==> src/rtl/i2s_rx_capture_if.sv <==
// Sample-pair bus between the I2S capture block and its consumer.
interface i2s_rx_capture_if;
  logic [15:0] sample_l;
  logic [15:0] sample_r;
  logic        sample_valid;
  logic        sample_ready;

  modport master (output sample_l, output sample_r, output sample_valid, input sample_ready);
  modport slave  (input sample_l, input sample_r, input sample_valid, output sample_ready);
endinterface

==> src/rtl/i2s_rx_capture.sv <==
// I2S receiver: synchronizes BCK/WS/DATA into clk, frames 16-bit L/R words, queues pairs in a 4-deep FIFO.
// Optional statistics (frame length, short-word count) enabled by defining I2S_RX_STATS_EN.
module i2s_rx_capture (
  input  logic             clk,
  input  logic             reset,
  input  logic             i_i2s_bck,
  input  logic             i_i2s_ws,
  input  logic             i_i2s_data,
  i2s_rx_capture_if.master o_smp,
  output logic             o_fifo_ovf,
  output logic [7:0]       o_frame_len,
  output logic [7:0]       o_short_word_cnt
);
  typedef enum logic [1:0] {S_SYNC, S_LEFT, S_RIGHT} state_t;

  state_t      r_state, w_state_nxt;
  logic [2:0]  r_bck_s;
  logic [1:0]  r_ws_s, r_dat_s;
  logic        r_prev_ws;
  logic [4:0]  r_bitcnt, w_bitcnt_nxt;
  logic [15:0] r_sh, w_sh_nxt;
  logic [15:0] r_left, w_left_nxt;
  logic        r_push, w_push_nxt;
  logic        w_rise, w_ws, w_dat, w_ws_fall, w_ws_rise;

  // BCK gets a third stage so the rise is seen on synchronized values only
  always_ff @(posedge clk) begin
    if (reset) begin
      r_bck_s <= '0;
      r_ws_s  <= '0;
      r_dat_s <= '0;
    end else begin
      r_bck_s <= {r_bck_s[1:0], i_i2s_bck};
      r_ws_s  <= {r_ws_s[0], i_i2s_ws};
      r_dat_s <= {r_dat_s[0], i_i2s_data};
    end
  end

  assign w_rise    = r_bck_s[1] & ~r_bck_s[2];
  assign w_ws      = r_ws_s[1];
  assign w_dat     = r_dat_s[1];
  assign w_ws_fall = r_prev_ws & ~w_ws;
  assign w_ws_rise = ~r_prev_ws & w_ws;

  always_ff @(posedge clk) begin
    if (reset) begin
      r_state   <= S_SYNC;
      r_prev_ws <= 1'b0;
      r_bitcnt  <= '0;
      r_sh      <= '0;
      r_left    <= '0;
      r_push    <= 1'b0;
    end else begin
      r_state  <= w_state_nxt;
      r_bitcnt <= w_bitcnt_nxt;
      r_sh     <= w_sh_nxt;
      r_left   <= w_left_nxt;
      r_push   <= w_push_nxt;
      if (w_rise) r_prev_ws <= w_ws;
    end
  end

  // The WS-change rise carries the previous word's LSB, so it never captures
  always_comb begin
    w_state_nxt  = r_state;
    w_bitcnt_nxt = r_bitcnt;
    w_sh_nxt     = r_sh;
    w_left_nxt   = r_left;
    w_push_nxt   = 1'b0;
    if (w_rise) begin
      case (r_state)
        S_SYNC: begin
          if (w_ws_fall) begin
            w_state_nxt  = S_LEFT;
            w_bitcnt_nxt = '0;
          end
        end
        S_LEFT: begin
          if (w_ws_rise) begin
            w_bitcnt_nxt = '0;
            if (r_bitcnt == 5'd16) begin
              w_state_nxt = S_RIGHT;
              w_left_nxt  = r_sh;
            end else begin
              w_state_nxt = S_SYNC;
            end
          end else if (r_bitcnt != 5'd16) begin
            w_sh_nxt     = {r_sh[14:0], w_dat};
            w_bitcnt_nxt = r_bitcnt + 5'd1;
          end
        end
        S_RIGHT: begin
          if (w_ws_fall) begin
            w_state_nxt  = S_LEFT;
            w_bitcnt_nxt = '0;
          end else if (r_bitcnt != 5'd16) begin
            w_sh_nxt     = {r_sh[14:0], w_dat};
            w_bitcnt_nxt = r_bitcnt + 5'd1;
            w_push_nxt   = (r_bitcnt == 5'd15);
          end
        end
        default: w_state_nxt = S_SYNC;
      endcase
    end
  end

  // Show-ahead FIFO; r_hold keeps the last popped pair visible while empty
  logic [31:0] r_mem [4];
  logic [31:0] r_hold;
  logic [1:0]  r_wr, r_rd;
  logic [2:0]  r_cnt;
  logic        r_ovf;
  logic        w_valid, w_full, w_pop, w_wr;

  assign w_valid = (r_cnt != 3'd0);
  assign w_full  = (r_cnt == 3'd4);
  assign w_pop   = w_valid & o_smp.sample_ready;
  assign w_wr    = r_push & (~w_full | w_pop);

  always_ff @(posedge clk) begin
    if (reset) begin
      for (int i = 0; i < 4; i++) r_mem[i] <= '0;
      r_hold <= '0;
      r_wr   <= '0;
      r_rd   <= '0;
      r_cnt  <= '0;
      r_ovf  <= 1'b0;
    end else begin
      if (w_wr) begin
        r_mem[r_wr] <= {r_left, r_sh};
        r_wr        <= r_wr + 2'd1;
      end
      if (w_pop) begin
        r_hold <= r_mem[r_rd];
        r_rd   <= r_rd + 2'd1;
      end
      case ({w_wr, w_pop})
        2'b10:   r_cnt <= r_cnt + 3'd1;
        2'b01:   r_cnt <= r_cnt - 3'd1;
        default: r_cnt <= r_cnt;
      endcase
      if (r_push & ~w_wr) r_ovf <= 1'b1;
    end
  end

  assign o_smp.sample_valid = w_valid;
  assign o_smp.sample_l     = w_valid ? r_mem[r_rd][31:16] : r_hold[31:16];
  assign o_smp.sample_r     = w_valid ? r_mem[r_rd][15:0]  : r_hold[15:0];
  assign o_fifo_ovf         = r_ovf;

`ifdef I2S_RX_STATS_EN
  logic [7:0] r_flen_cnt, r_frame_len, r_swc;
  logic       r_flen_vld, w_short;

  assign w_short = w_rise & (r_bitcnt != 5'd16) &
                   (((r_state == S_LEFT) & w_ws_rise) | ((r_state == S_RIGHT) & w_ws_fall));

  // First WS fall after reset only starts counting; later falls latch a full frame
  always_ff @(posedge clk) begin
    if (reset) begin
      r_flen_cnt  <= '0;
      r_frame_len <= '0;
      r_flen_vld  <= 1'b0;
      r_swc       <= '0;
    end else begin
      if (w_rise) begin
        if (w_ws_fall) begin
          if (r_flen_vld) r_frame_len <= r_flen_cnt;
          r_flen_vld <= 1'b1;
          r_flen_cnt <= 8'd1;
        end else if (r_flen_cnt != 8'd255) begin
          r_flen_cnt <= r_flen_cnt + 8'd1;
        end
      end
      if (w_short && r_swc != 8'd255) r_swc <= r_swc + 8'd1;
    end
  end

  assign o_frame_len      = r_frame_len;
  assign o_short_word_cnt = r_swc;
`else
  assign o_frame_len      = '0;
  assign o_short_word_cnt = '0;
`endif
endmodule

==> src/flat_wrapper.sv <==
// flat-port wrapper written by rule: the top's interface ports become plain ports
module i2s_rx_capture_flat 
  (clk, reset, i_i2s_bck, i_i2s_ws, i_i2s_data, o_fifo_ovf, o_frame_len, o_short_word_cnt, o_smp_sample_l, o_smp_sample_r, o_smp_sample_valid, o_smp_sample_ready);
  i2s_rx_capture_if o_smp_i ();
  input  logic clk;
  input  logic reset;
  input  logic i_i2s_bck;
  input  logic i_i2s_ws;
  input  logic i_i2s_data;
  output logic o_fifo_ovf;
  output logic [7:0] o_frame_len;
  output logic [7:0] o_short_word_cnt;
  output wire logic [$bits(o_smp_i.sample_l)-1:0] o_smp_sample_l;
  output wire logic [$bits(o_smp_i.sample_r)-1:0] o_smp_sample_r;
  output wire logic [$bits(o_smp_i.sample_valid)-1:0] o_smp_sample_valid;
  input wire logic [$bits(o_smp_i.sample_ready)-1:0] o_smp_sample_ready;
  assign o_smp_sample_l = o_smp_i.sample_l;
  assign o_smp_sample_r = o_smp_i.sample_r;
  assign o_smp_sample_valid = o_smp_i.sample_valid;
  assign o_smp_i.sample_ready = o_smp_sample_ready;
  i2s_rx_capture u_core (.clk(clk), .reset(reset), .i_i2s_bck(i_i2s_bck), .i_i2s_ws(i_i2s_ws), .i_i2s_data(i_i2s_data), .o_smp(o_smp_i), .o_fifo_ovf(o_fifo_ovf), .o_frame_len(o_frame_len), .o_short_word_cnt(o_short_word_cnt));
endmodule
==> config.mk <==
export PLATFORM = sky130hd
export DESIGN_NAME = i2s_rx_capture_flat
export DESIGN_NICKNAME = d
export VERILOG_FILES = /design/src/rtl/i2s_rx_capture_if.sv /design/src/rtl/i2s_rx_capture.sv /design/src/flat_wrapper.sv
export SDC_FILE = /design/constraint.sdc
export NUM_CORES = 1
export LEC_CHECK = 0
export CORE_ASPECT_RATIO = 0.7
export CORE_UTILIZATION = 60
export CTS_CLUSTER_DIAMETER = 40
export DETAILED_ROUTE_END_ITERATION = 7
export HOLD_SLACK_MARGIN = 0.15
export PLACE_DENSITY = 0.9
export REMOVE_ABC_BUFFERS = 1
export SLEW_MARGIN = 5
export SYNTH_ARGS = -nofsm -noshare
export SYNTH_HDL_FRONTEND = slang
export SYNTH_SLANG_ARGS = --single-unit
export TNS_END_PERCENT = 5
==> constraint.sdc <==
create_clock -name clk -period 3.4 [get_ports clk]
set_input_delay 0.68 -clock clk [delete_from_list [all_inputs] [get_ports clk]]
set_output_delay 0.68 -clock clk [all_outputs]
set_load 0.02 [all_outputs]
Yosys cells after proc, flatten, opt, wreduce, memory -nomap -nowiden
Memories as Yosys holds them, arrays and structs flattened. A register that Yosys moved wholly into a read port is not among the register bits.
Index checks and enable logic that the tools add are counted.

storage, ports and cells
  memory bits (writable) = 128
  word-level logic and storage cells = 86
  register bits = 88
  memories kept = 1

memory list
  name          depth  bits a word  rd ports  clocked after Yosys merged registers in  wr ports  line                   text
  u_core.r_mem  4      32           1         1                                        4         i2s_rx_capture.sv:108  logic [31:0] r_mem [4];

operators by class
  bitwise gates (word level) = 15
  equality and inequality tests = 13
  reduce and logical (&&, ||, !) cells = 12
  muxes and demuxes = 26
  $add $sub $neg = 5

operators with widths
  kind                                                                   count
  16-bit 2-to-1 mux                                                      5
  32-bit 2-to-1 mux                                                      1
  16-bit case mux with 2 select lines                                    1
  32-bit OR reduction                                                    1
  5-bit 2-to-1 mux                                                       4
  5-bit case mux with 3 select lines                                     1
  2-bit 2-to-1 mux                                                       6
  1-bit NOT                                                              8
  4-bit AND reduction                                                    2
  1-bit bitwise AND                                                      6
  1-bit 2-to-1 mux                                                       6
  2-bit by 1-bit != test with 1-bit output, second input constant        3
  3-bit case mux with 2 select lines                                     1
  3-bit AND reduction                                                    2
  3-bit nonzero test                                                     2
  5-bit by 1-bit adder with 5-bit output, second input constant          1
  5-bit by 4-bit equality test with 1-bit output, second input constant  1
  5-bit equality test, second input constant                             1
  5-bit != test, second input constant                                   1
  5-bit OR reduction                                                     1
  2-bit by 1-bit adder with 2-bit output, second input constant          2
  2-bit by 1-bit equality test with 1-bit output, second input constant  2
  2-bit equality test, second input constant                             2
  2-bit != test, second input constant                                   2
  other kinds (8)                                                        9

Depth between registers and ports, before layout
Gate-level depths: netlist (run 1).

  depth after elaboration = 9
  depth in mapped cells = 11

Worst setup path after synthesis (run 1)
OpenSTA, ideal clock, no wires.

  path kind = input-to-reg
  from = input port o_smp_sample_ready
  to = memory u_core.r_mem[1][0], enable pin
  setup time = 0.428 ns
  arrival time = 2.461 ns
  stages = 3
  buffers on the path = 0
  setup slack = 0.511 ns
  cells stage by stage = or4b_4 > nand3_1 > o21bai_1

RTL lines
  item         line                   text
  from (decl)  flat_wrapper.sv:16     input wire logic [$bits(o_smp_i.sample_ready)-1:0] o_smp_sample_ready;
  to (decl)    i2s_rx_capture.sv:108

==> results of run 1 <==
-- how the worst max path moves through the flow --
| stage | cells past startpoint | slack, ns | endpoint | start |
|---|---|---|---|---|
| 4_1_cts | 4 | 0.11 | o_smp_sample_r[8] | register |
| 3_3_place_gp | 9 | 0.24 | u_core.r_cnt[2] | o_smp_sample_ready |
| 5_1_grt | 4 | 0.06 | o_smp_sample_r[8] | register |
| 6_report | 4 | 0.13 | o_smp_sample_r[10] | register |
| 3_5_place_dp | 9 | 0.13 | u_core.r_cnt[2] | o_smp_sample_ready |
| 2_1_floorplan | 9 | -0.26 | u_core.r_cnt[2] | u_core.r_cnt[0] |
-- cells in the final DEF (no fill, tap or decap), types with 3 or more instances in the layout --
| cell type | Yosys | routed |
|---|---|---|
| nor2b_1 | 10 | 10 |
| nand3_1 | 3 | 3 |
| mux2i_1 | 35 | 35 |
| clkbuf_1 | 7 | 4 |
| nand2_1 | 68 | 68 |
| nor2_1 | 31 | 31 |
| dfxtp_1 | 90 | 89 |
| mux2_1 | 7 | 7 |
| conb_1 | 1 | 16 |
| mux4_2 | 32 | 32 |
| and2_1 | 130 | 130 |
| nand2b_1 | 24 | 24 |
| xor2_1 | 5 | 5 |
| edfxtp_1 | 128 | 128 |
| clkinv_2 | 0 | 3 |
| clkdlybuf4s50_1 | 0 | 38 |
| buf_4 | 22 | 16 |
| bufinv_16 | 0 | 4 |
| clkbuf_16 | 0 | 23 |
| ha_1 | 8 | 8 |
| mux2_2 | 25 | 25 |
| inv_6 | 0 | 3 |
| inv_1 | 9 | 9 |
| a21oi_1 | 37 | 37 |
-- registers in the layout, indices dropped and copies added (netlist names), named ones only --
register           flops
u_core.r_bitcnt        5
u_core.o_fifo_ovf      1
u_core.r_mem         128
u_core.r_sh           16
u_core.r_ws_s          2
u_core.r_rd            2
u_core.r_dat_s         2
u_core.r_cnt           3
u_core.r_prev_ws       1
u_core.r_hold         32
u_core.r_state         2
u_core.r_wr            2
u_core.r_left         16
u_core.r_push          1
u_core.r_bck_s         3
-- cells in the mapped netlist (7+ instances only) --
master / instances / area share (%)
a21oi_1: 37 / 1.9
and2_1: 130 / 8.4
nor2_1: 31 / 1.2
clkbuf_1: 7 / 0.27
dfxtp_1: 90 / 19
nor2b_1: 10 / 0.65
nand2b_1: 24 / 1.6
inv_1: 9 / 0.35
mux4_2: 32 / 7.5
buf_2: 14 / 0.73
edfxtp_1: 128 / 40
mux2i_1: 35 / 3.6
ha_1: 8 / 1.0
mux2_1: 7 / 0.82
nand2_1: 68 / 2.6
mux2_2: 25 / 2.9
buf_4: 22 / 1.7
buf_6: 11 / 1.3
-- cell type report --
cell class              instances  share of cell area [%]
multi-input cells             470                    33.3
clock inverters                13                    1.64
inverters                      10                   0.346
clock buffers                  28                    5.56
repair buffers                 56                    4.84
well taps                     200                    2.30
flip-flops and latches        218                    52.0
-- routing by layer --
metal  vias to the layer above  routed length (µm)  global-route usage [%]
li1                       2655                   -                       -
met1                      2955                8250                    31.7
met2                       240               10100                    44.6
met3                        54                1230                    4.05
met4                         0                 478                    7.21
met5                         -                   0                       0
-- power groups by stage --
| stage | clock (mW) | sequential, mW | combinational (mW) |
|---|---|---|---|
| after floorplan | 0 | 2.94 | 0.0833 |
| after global placement | 0 | 2.94 | 0.136 |
| after detailed placement | 0 | 2.95 | 0.139 |
| after CTS | 2.63 | 2.89 | 0.140 |
| after global routing | 2.72 | 2.90 | 0.151 |
| final | 2.60 | 2.89 | 0.142 |
-- stage by stage --
stage / setup slack [ns] / util [%] / instance area [µm²] / setup TNS, ns
floorplan: -0.262 / - / 9300 / -0.284
global placement: 0.241 / 64.6 / 10100 / 0
detailed placement: 0.133 / 64.6 / 10100 / 0
CTS: 0.107 / 69.7 / 10900 / 0
global route: 0.0563 / 69.7 / 10900 / 0
finish: 0.134 / 69.7 / 10900 / 0
-- kinds of logic (layout without fill, tap and decap cells) --
logic type | Yosys count | in the layout | synth area share, %
other | 1 | 16 | 0.0389
adder cells (fa/ha/maj) | 9 | 9 | 1.25
AND/OR/NAND/NOR | 287 | 287 | 17.0
XOR/XNOR | 6 | 6 | 0.545
flip-flops | 218 | 218 | 58.6
AO/OA/AOI/OAI | 53 | 53 | 3.23
buffers and inverters | 68 | 107 | 4.54
multiplexers | 99 | 99 | 14.8
-- worst register-to-register path: stages, from the launching register on --
cell,delay (ns)
dfxtp_1,0.36
or4b_4,0.59
nand2_4,0.15
ha_1,0.20
inv_1,0.08
fa_1,0.44
xor2_1,0.16
or3_1,0.31
a21oi_1,0.15
==> impl_metrics.yaml, run 1 <==
logic_synthesis:
  yosysSeqAreaShare_pct: 58.6
  ys_types: 53
  ys.flop_type: "edfxtp_1"
  postSynthCellCount: 741
  synth_seq_cells: 218
  synth_area_um2: 9640
  synth_edf_count: 128
  synth-async-reset-ratio_pct: 0
  yosys_warnings: 0
  syn_avg_cell_area_um2: 13.0
power_and_ir_drop:
  switchingPower_mw: 1.14
  swShare_pct: 20.2
  power_frac_comb_pct: 2.5
  power_frac_seq_pct: 51.4
  clkPwrFrac_pct: 46.1
  p_leak_nw: 3.93
  p_int_mw: 4.49
  p_total_mw: 5.63
  power_density_nw_per_um2: 518
  vdd_drop_max_uv: 347
detailed_routing:
  wl_per_cell_um: 20.2
  drt-total-wl_um: 20100
  antenna_left: 0
  via_per_inst: 5.93
  drc: 0
  dr_total_vias: 5904
  drt-pass1-iter-count: 6
  drtIter0Drc: 605
sta:
  grt_setup_unrepaired: "no"
  hold_viol: 0
  fmax_ghz: 0.306
  skew_ns: 0.0153
  final_max_slew_viol_count: 0
  slew_headroom_pct: 51.9
  tightest_slew_ns: 0.717
  period_share_pct: 96.1
  finalCriticalPeriod_ns: 3.27
  hold_ws_ns: 0.440
  setup_viol: 0
grt:
  grt_max_degree: 56
  grt_pass1_vias: 5954
  grt_util_all_layers_pct: 24.9
  gr-total-overflow: 0
  grt_antenna_before_repair: 0
  grt_pass1_wl_um: 31400
critical_path:
  worst-path-buf-inv: 2
  start_kind: "register"
  r2r-start: "u_core.r_cnt[0]"
  slowest_delay_ns: 0.59
  rrSetupSlack_ns: 0.87
  cp_slowest_cell: "mux4_2"
  crit_type: "register to output port"
  cp.arrival_ns: 2.59
  worstReg2RegEnd: "u_core.r_cnt[2]"
  crit_fanout: 32
  crit_required_ns: 2.72
  crit_chain: "buf_12 -> mux4_2 -> mux2_1 -> clkdlybuf4s50_1"
  path_delay_family: "multiplexers"
  end_kind: "output port"
  rr_worst_depth: 8
die:
  num_io_pins: 56
  fp.dieH_um: 108
  num_rows: 38
  die_w_um: 154
  dieArea_um2: 16600
  core_um2: 15600
  start_util_pct: 61.8
placement:
  dp_cells: 954
  port_buffers: 39
  post-dp-hpwl_um: 11300
  finalWeightedCongestion: 0.783
cells_and_area:
  syn2layout_area_growth_pct: 12.7
  n_fill_cell: 1038
  diodes: 0
  nets: 794
  fin_cells: 995
  multi_input_area_um2: 3620
  drive_above_1_share_pct: 15.5
  ff_latch_area_um2: 5650
clocking:
  h-tree-depth: 1
  cts_tree: "built"
  cts_resized: 0
  cts_setup_buffers: 0
  clk-insertion-delay-late_ns: 0.51
  root_buffer: "clkbuf_16"
  clk_path_buf_depth: 3
  cts-buffers-inserted: 23
  clk_transition_reported_paths_ns: 0.06
  cts_sinks: 218
  cts_hold_buf: 0
min_path:
  worstHoldPathCells: 1
  worst_hold_path_type: "register to register"
  min_from: "u_core.r_ws_s[0]"
  whs_endpoint: "u_core.r_ws_s[1]"
status:
  status: "complete, no violations"
run:
  maxCapViolCount: 0
No activity file was read; power rests on OpenSTA's default activity.
==> run 2, diff against run 1 <==
--- a/config.mk
+++ b/config.mk
@@ -6,6 +6,7 @@
 export NUM_CORES = 1
 export LEC_CHECK = 0
 export CORE_ASPECT_RATIO = 0.7
+export CORE_MARGIN = 3
 export CORE_UTILIZATION = 60
 export CTS_CLUSTER_DIAMETER = 40
 export DETAILED_ROUTE_END_ITERATION = 7
==> run 2 against run 1 <==
  * Sequential share of layout area about the same
  * Largest cell class unchanged
  * Non-clock buffer count rose by 1
  * Final area about the same
  * Sequential cell count is the same
  * Fmax up 1.8%
  * Worst hold slack got worse by 0.0037 ns
  * Die area increased by 6.4%
  * Via count is 1.8% lower
  * Sequential power hardly changed
  * Combinational power about the same
  * Utilization hardly changed
  * Final cell count grew 0.40%
==> impl_metrics.yaml, run 2 (synthesis gave the netlist of run 1 again) <==
placement:
  dp_cells: 955
  finalWeightedCongestion: 0.781
  post-dp-hpwl_um: 11100
  place_ws_ns: 0.140
  port_buffers: 39
grt:
  grt_util_all_layers_pct: 22.8
  grt_antenna_before_repair: 0
  grt_max_degree: 57
  grt_pass1_vias: 5973
  gr-total-overflow: 0
  grt_pass1_wl_um: 31500
sta:
  setup_viol: 0
  period_share_pct: 94.4
  skew_ns: 0.0132
  hold_viol: 0
  fin_ws_ns: 0.192
  finalCriticalPeriod_ns: 3.21
  tightest_slew_ns: 1.29
  final_max_slew_viol_count: 0
  fmax_ghz: 0.312
  fin_tns_setup_ns: 0
  grt_setup_unrepaired: "no"
  slew_headroom_pct: 13.8
power_and_ir_drop:
  vdd_drop_max_uv: 395
  power_frac_seq_pct: 51.7
  p_int_mw: 4.42
  swShare_pct: 20.9
  power_frac_comb_pct: 2.5
  switchingPower_mw: 1.17
  clkPwrFrac_pct: 45.7
  power_density_nw_per_um2: 514
  p_total_mw: 5.59
  p_leak_nw: 3.93
critical_path:
  crit_type: "register to output port"
  rrSetupSlack_ns: 0.91
  start_kind: "register"
  crit_required_ns: 2.72
  crit_fanout: 21
  cp.arrival_ns: 2.53
  r2r-start: "u_core.r_cnt[0]"
  rr_worst_depth: 8
  end_kind: "output port"
  worstReg2RegEnd: "u_core.r_cnt[2]"
cells_and_area:
  fin_cells: 999
  nets: 796
  largest_register_ff_count: 128
  largest-register: "u_core.r_mem"
  drive_above_1_share_pct: 16.0
  utilization_pct: 69.7
  final_common_cell: "and2_1"
  diodes: 0
  n_fill_cell: 999
  layout_common_cells: "and2_1, edfxtp_1, dfxtp_1"
  largestRegisters: "u_core.r_mem x128, u_core.r_hold x32"
  syn2layout_area_growth_pct: 12.8
clocking:
  cts_sinks: 218
  root_buffer: "clkbuf_16"
  clk_transition_reported_paths_ns: 0.06
  cts_hold_buf: 0
  clk_path_buf_depth: 3
  h-tree-depth: 1
  cts_setup_buffers: 0
  cts-buffers-inserted: 24
  cts_resized: 0
  clk-insertion-delay-late_ns: 0.52
  cts_tree: "built"
die:
  num_io_pins: 56
  core_um2: 15600
  die_w_um: 158
  num_rows: 38
  dieArea_um2: 17600
  fp.dieH_um: 112
  start_util_pct: 61.8
detailed_routing:
  met1Wirelength_um: 8040
  met3_length_um: 1500
  maxUsedRoutingLayer: "met4"
  wl_per_cell_um: 19.5
  drt-total-wl_um: 19500
  drc: 0
  antenna_left: 0
  dr_total_vias: 5795
  drt-pass1-iter-count: 5
  wl_met2_um: 9590
  drtIter0Drc: 633
  via_per_inst: 5.80
min_path:
  whs_endpoint: "u_core.r_ws_s[1]"
  worstHoldPathCells: 1
  worst_hold_path_type: "register to register"
  min_from: "u_core.r_ws_s[0]"
status:
  status: "complete, no violations"
run:
  maxCapViolCount: 0
run 2: cell types whose count changed in the layout (fill, tap and decap cells not counted), sizes merged:
cell	before	now
clkinvlp	0	4
bufinv	4	2
buf	18	19
clkbuf	28	29
clkinv	6	7
inv	13	12
run 2: area by class of cell:
type	instances	area, µm²	area share (%)
sequential	218	5650	51.9
multi-input combinational	470	3620	33.3
clock buffer	29	641	5.89
timing repair buffer	57	533	4.90
tap	200	250	2.30
clock inverter	15	141	1.30
inverter	10	37.5	0.345
run 2: critical path, stage by stage, from the launching register on:
cell and delay (ns):
dfxtp_2 0.35, buf_12 0.22, mux4_2 0.60, mux2_2 0.29
clkdlybuf4s50_1 0.54
run 2: routing by layer:
layer	GRT usage (%)	vias up
met5	0	-
met4	5.20	0
met3	4.05	45
met2	38.5	228
met1	31.2	2869
li1	-	2653
run 2: how the worst max path moves through the flow:
stage	startpoint	endpoint	cells after the start
6_report	register	o_smp_sample_r[5]	4
5_1_grt	register	o_smp_sample_l[14]	4
2_1_floorplan	u_core.r_cnt[0]	u_core.r_cnt[2]	9
4_1_cts	register	o_smp_sample_r[5]	4
3_5_place_dp	o_smp_sample_ready	u_core.r_cnt[2]	9
3_3_place_gp	o_smp_sample_ready	u_core.r_cnt[2]	9
run 2: stage by stage:
| stage | hold WS, ns | instance area [µm²] |
|---|---|---|
| 4_1_cts | 0.443 | 10900 |
| 6_report | 0.436 | 10900 |
| 2_1_floorplan | 0.414 | 9300 |
| 5_1_grt | 0.451 | 10900 |
| 3_5_place_dp | 0.426 | 10100 |
| 3_3_place_gp | 0.419 | 10100 |
run 2: power by group through the flow:
stage / sequential [mW] / clock (mW) / combinational [mW]
after floorplan: 2.94 / 0 / 0.0833
after global routing: 2.90 / 2.70 / 0.150
final: 2.89 / 2.56 / 0.141
after detailed placement: 2.95 / 0 / 0.138
after CTS: 2.89 / 2.58 / 0.139
after global placement: 2.94 / 0 / 0.134
==> run 3, diff against run 2 <==
--- a/config.mk
+++ b/config.mk
@@ -5,6 +5,7 @@
 export SDC_FILE = /design/constraint.sdc
 export NUM_CORES = 1
 export LEC_CHECK = 0
+export CAP_MARGIN = 10
 export CORE_ASPECT_RATIO = 0.7
 export CORE_MARGIN = 3
 export CORE_UTILIZATION = 60
==> results of run 3 <==
The final DEF is identical to that of run 2; final timing and power are the same.
